==> config.mk <==
export PLATFORM = sky130hd
export DESIGN_NAME = mem_stage_sequencer
export DESIGN_NICKNAME = d
export VERILOG_FILES = /design/src/rtl/mem_stage_sequencer.sv
export SDC_FILE = /design/constraint.sdc
export NUM_CORES = 1
export LEC_CHECK = 0
export CAP_MARGIN = 0
export CORE_MARGIN = 2
export CORE_UTILIZATION = 36
export DETAILED_ROUTE_END_ITERATION = 10
export PLACE_DENSITY = 0.8
export RECOVER_POWER = 50
export SYNTH_ARGS = -nofsm -noshare
export SYNTH_HDL_FRONTEND = slang
export SYNTH_SLANG_ARGS = --single-unit
==> constraint.sdc <==
create_clock -name Clock -period 1.7 [get_ports Clock]
set_clock_uncertainty 0.1 [all_clocks]
set_input_delay 0.17 -clock Clock [delete_from_list [all_inputs] [get_ports Clock]]
set_output_delay 0.17 -clock Clock [all_outputs]
set_load 0.02 [all_outputs]
==> src/rtl/mem_stage_sequencer.sv <==
// Sequences ROM instruction fetches and fixed-latency RAM loads/stores for the datapath.
// Every output is registered; one request is serviced at a time and only accepted while idle.
module mem_stage_sequencer #(
  parameter int unsigned RAM_LATENCY = 2
) (
  input  logic        Clock,
  input  logic        Reset,
  input  logic        Fetch_Req,
  input  logic [31:0] PC_In,
  input  logic        Mem_Req,
  input  logic        Mem_Write,
  input  logic [31:0] Addr_In,
  input  logic [31:0] Store_Data,
  output logic [31:0] ROM_Address,
  output logic        ROM_Read,
  input  logic [31:0] ROM_Data_Out,
  output logic [31:0] RAM_Address,
  output logic        RAM_Read_H_Write_L,
  output logic        RAM_Enable,
  output logic [31:0] RAM_Data_In,
  input  logic [31:0] RAM_Data_Out,
  output logic [31:0] Instr_Out,
  output logic [31:0] Load_Data,
  output logic        Busy,
  output logic        Fetch_Done,
  output logic        Mem_Done
);

  typedef enum logic [2:0] {
    IDLE, FETCH, FETCH_CAP, MEM_ACCESS, DONE_F, DONE_M
  } state_t;

  localparam logic [3:0] CNT_INIT = 4'(RAM_LATENCY - 1);

  state_t     state, next_state;
  logic [3:0] cnt;
  logic       mem_write;

  always_ff @(posedge Clock) begin
    if (Reset) state <= IDLE;
    else       state <= next_state;
  end

  // Mem_Req has priority over Fetch_Req when both arrive together.
  always_comb begin
    next_state = state;
    case (state)
      IDLE: begin
        if (Mem_Req)        next_state = MEM_ACCESS;
        else if (Fetch_Req) next_state = FETCH;
      end
      FETCH:      next_state = FETCH_CAP;
      FETCH_CAP:  next_state = DONE_F;
      MEM_ACCESS: if (cnt == 4'd0) next_state = DONE_M;
      DONE_F:     next_state = IDLE;
      DONE_M:     next_state = IDLE;
      default:    next_state = IDLE;
    endcase
  end

  // Strobes are decoded from next_state so they line up with the state they belong to.
  always_ff @(posedge Clock) begin
    if (Reset) begin
      ROM_Address        <= '0;
      ROM_Read           <= 1'b0;
      RAM_Address        <= '0;
      RAM_Read_H_Write_L <= 1'b1;
      RAM_Enable         <= 1'b0;
      RAM_Data_In        <= '0;
      Instr_Out          <= '0;
      Load_Data          <= '0;
      Busy               <= 1'b0;
      Fetch_Done         <= 1'b0;
      Mem_Done           <= 1'b0;
      cnt                <= '0;
      mem_write          <= 1'b0;
    end else begin
      ROM_Read   <= (next_state == FETCH);
      RAM_Enable <= (next_state == MEM_ACCESS);
      Fetch_Done <= (next_state == DONE_F);
      Mem_Done   <= (next_state == DONE_M);
      Busy       <= (next_state != IDLE);
      case (state)
        IDLE: begin
          if (Mem_Req) begin
            RAM_Address        <= Addr_In;
            RAM_Data_In        <= Store_Data;
            RAM_Read_H_Write_L <= ~Mem_Write;
            mem_write          <= Mem_Write;
            cnt                <= CNT_INIT;
          end else if (Fetch_Req) begin
            ROM_Address <= PC_In;
          end
        end
        FETCH_CAP: Instr_Out <= ROM_Data_Out;
        MEM_ACCESS: begin
          if (cnt == 4'd0) begin
            RAM_Read_H_Write_L <= 1'b1;
            if (!mem_write) Load_Data <= RAM_Data_Out;
          end else begin
            cnt <= cnt - 4'd1;
          end
        end
        default: ;
      endcase
    end
  end

endmodule

==> run summary <==
Sink Count: 174
Cell Rows: 48
vias in the first global route: 6010
largest family of logic cells by synthesized area: simple AND/OR/NAND/NOR gates
Final Setup Violations: 32
HPWL after DPL: 13.7 mm
Clk pwr share: 0.365
post-synthesis mux area share: 0.102
core area: 0.0174 sq mm
post-synthesis compound-gate area fraction: 0.0905
RSZ-0062 raised after global routing: yes
DRC viols: 0
Cell Int Power: 7790 uW
die area: 0.0190 sq mm
sequential fraction of the synthesis area: 0.540
Async SR Flop Fraction: 0
root buf cell: clkbuf_16
status: finished with violations
largest net degree at the start of global routing: 66
relative slew slack: 0.689
FF-to-FF setup slack: -0.21 ns
switching share of power: 0.276
required time of the critical path: 1.93 ns
Hold Path Class: in2reg
post-place setup slack: -0.285 ns
#FFs+latches synth: 174
adder-cell area share of the yosys netlist: 0.00388
antenna diode count: 0
share of cells above drive strength 1: 0.0827
Post-synth top cells: nand2_1, dfxtp_1, a21oi_1, mux2i_1, clkbuf_1
Skew-Pair Late Insertion Delay: 0.41 ns
hold path start: Reset
Final Critical Period: 1.91 ns
Worst setup EP type: register
Syn Inst Count: 765
Cell Pwr Density: 995 mW/mm^2
sequential cell area: 0.00349 sq mm
Vias/cell: 4.71
final hold violations: 0
Synth Area in XOR/XNOR: 0
GPL Wtd Cong: 0.792
GRT Residual Overflow: 0
sw power: 2970 uW
setup ws final: -0.206 ns
CTS hold repair buffers: 0
Pins Over Slew Limit: 0
startpoint types: register
Total Neg Setup Slack: -3.63 ns
fill count: 1495
IO Pins: 331
Hold Path End: Instr_Out[18]
Simple-Gate Fraction of Synth Area: 0.219
Worst-path clk slew: 0.07 ns
CTS tree: yes
synthesis-to-layout area growth: 67.5%
crit share post-route: 1.12
Max Cap Violations: 0
vias: 6301
Combinational Power Share: 0.217
DR pass1 iterations: 4
first-pass GRT wire length: 29.5 mm
Syn. warnings: 0
Least-Margin Pin Slew: 0.466 ns
worst r2r src: cnt[0]
maximum fanout along the worst path: 8
I/O Buffers: 330
top cells by area, synth: dfxtp_1, nand2_1, mux2i_1, a21oi_1, clkbuf_1
die height: 138 um
share of the synthesized area in the top cell type: 0.540
post-route non-filler standard cell count: 1337
Primary FF master, synth: dfxtp_1
f_max: 525 MHz
Flop pwr share: 0.418
library cells used by synthesis: 32
Avg Cell Area, Syn: 8.44 sq um
H-tree levels: 4
Total Nets Final: 1267
Lkg Pwr: 0.00398 uW
Multi-input gate area: 0.00272 sq mm
Total Wirelength: 20.4 mm
post-route design area: 0.0108 sq mm
die width: 138 um
Syn Nets: 932
R2R Path End: Load_Data[25]
most frequent cell after synthesis: nand2_1
Setup CP Type: reg2reg
initial antenna violation count: 0
failing checks: negative setup slack
Starting Density: 0.371
DP Cell Count: 1291
Total GRT Usage: 0.198
post-synth top area cell: dfxtp_1
DR iter-0 viols: 213
R2R depth: 8
average wire per standard cell: 15.2 um
Worst Hold Depth: 2
Post-DRT Antenna Nets: 0
placed inst area: 0.0101 sq mm
CTS Buf Count: 17
Mapped Area: 0.00645 sq mm
clock buffer depth: 2
number of synthesized flops with an enable pin: 0
VDD IR max: 698 uV
worst endpoint data arrival time: 2.13 ns
-- worst max path at each step --
stage                 endpoint  cells after the start     from  slack (ns)
3_5_place_dp    RAM_Data_In[7]                      5  Mem_Req       -0.29
5_1_grt          Load_Data[25]                      8   cnt[0]       -0.28
3_3_place_gp   RAM_Address[18]                      5  Mem_Req       -0.27
6_report         Load_Data[25]                      8   cnt[0]       -0.21
4_1_cts          Load_Data[28]                      8   cnt[0]       -0.16
2_1_floorplan    Load_Data[10]                      7   cnt[0]       -0.16
-- metal layers --
metal / track usage / vias up / wire (um)
li1: - / 3137 / -
met1: 0.207 / 2886 / 7540
met2: 0.348 / 250 / 10200
met3: 0.0917 / 28 / 2230
met4: 0.0726 / 0 / 406
met5: 0 / - / 0
-- power groups by stage --
stage	Clock, uW	Combinational (uW)	Sequential (uW)
global placement	0	2280	4580
global route	4180	2510	4530
finish	3920	2340	4500
CTS	4030	2380	4500
detailed placement	0	2290	4590
floorplan	0	756	4910
-- through the flow --
stage	total power [uW]	utilization	hold slack, ns
floorplan	5660	-	0.190
global placement	6850	0.582	0.340
CTS	10900	0.627	0.00737
detailed placement	6880	0.582	0.346
finish	10800	0.621	0.0239
global route	11200	0.621	0.0357
-- registers in the layout, indices dropped and copies added (netlist names), 3 cells and up --
register	cells
cnt	4
Load_Data	32
RAM_Address	32
RAM_Data_In	32
Instr_Out	32
ROM_Address	32
state	3
-- critical path, cell delays in order, from the launching register on --
cell	delay [ns]
dfxtp_2	0.33
inv_2	0.07
ha_4	0.13
or3b_4	0.39
nor4_4	0.15
buf_6	0.18
buf_12	0.11
buf_16	0.13
mux2i_1	0.23
-- cells in the final DEF (no fill, tap or decap), types with 3 or more instances in the layout --
master             n
nor3_1             4
buf_6              9
clkdlybuf4s50_1  303
buf_12            10
buf_4             22
nand2_1          323
clkinvlp_4         3
clkbuf_1          21
a21oi_1          101
nor2_1             6
dlygate4sd2_1      6
inv_6              4
mux2i_1           65
clkbuf_16         18
dfxtp_1          172
-- layout make-up --
type                            count  area share
Timing Repair Buffer              375       0.344
Tap cell                          225      0.0260
Sequential cell                   174       0.322
Multi-Input combinational cell    528       0.252
Clock buffer                       20      0.0422
Clock inverter                     11      0.0122
Inverter                            4     0.00150
-- cells by family after synthesis --
group                      count (synthesis)
muxes                                     66
DFF                                      174
AOI/OAI and AO/OA                        111
adders and majority gates                  2
and+or+nand+nor                          349
buffers and inverters                     63
-- repair_timing --
action | 4_1_cts | 5_1_grt
resized for setup | 13 | 34
setup endpoints to repair | 42 | 151
setup buffers | 7 | 6
cloned | 4 | 2
endpoints found under the hold margin | 0 | 0
pin swaps | 1 | 1
(Power assumes the default switching activity.)
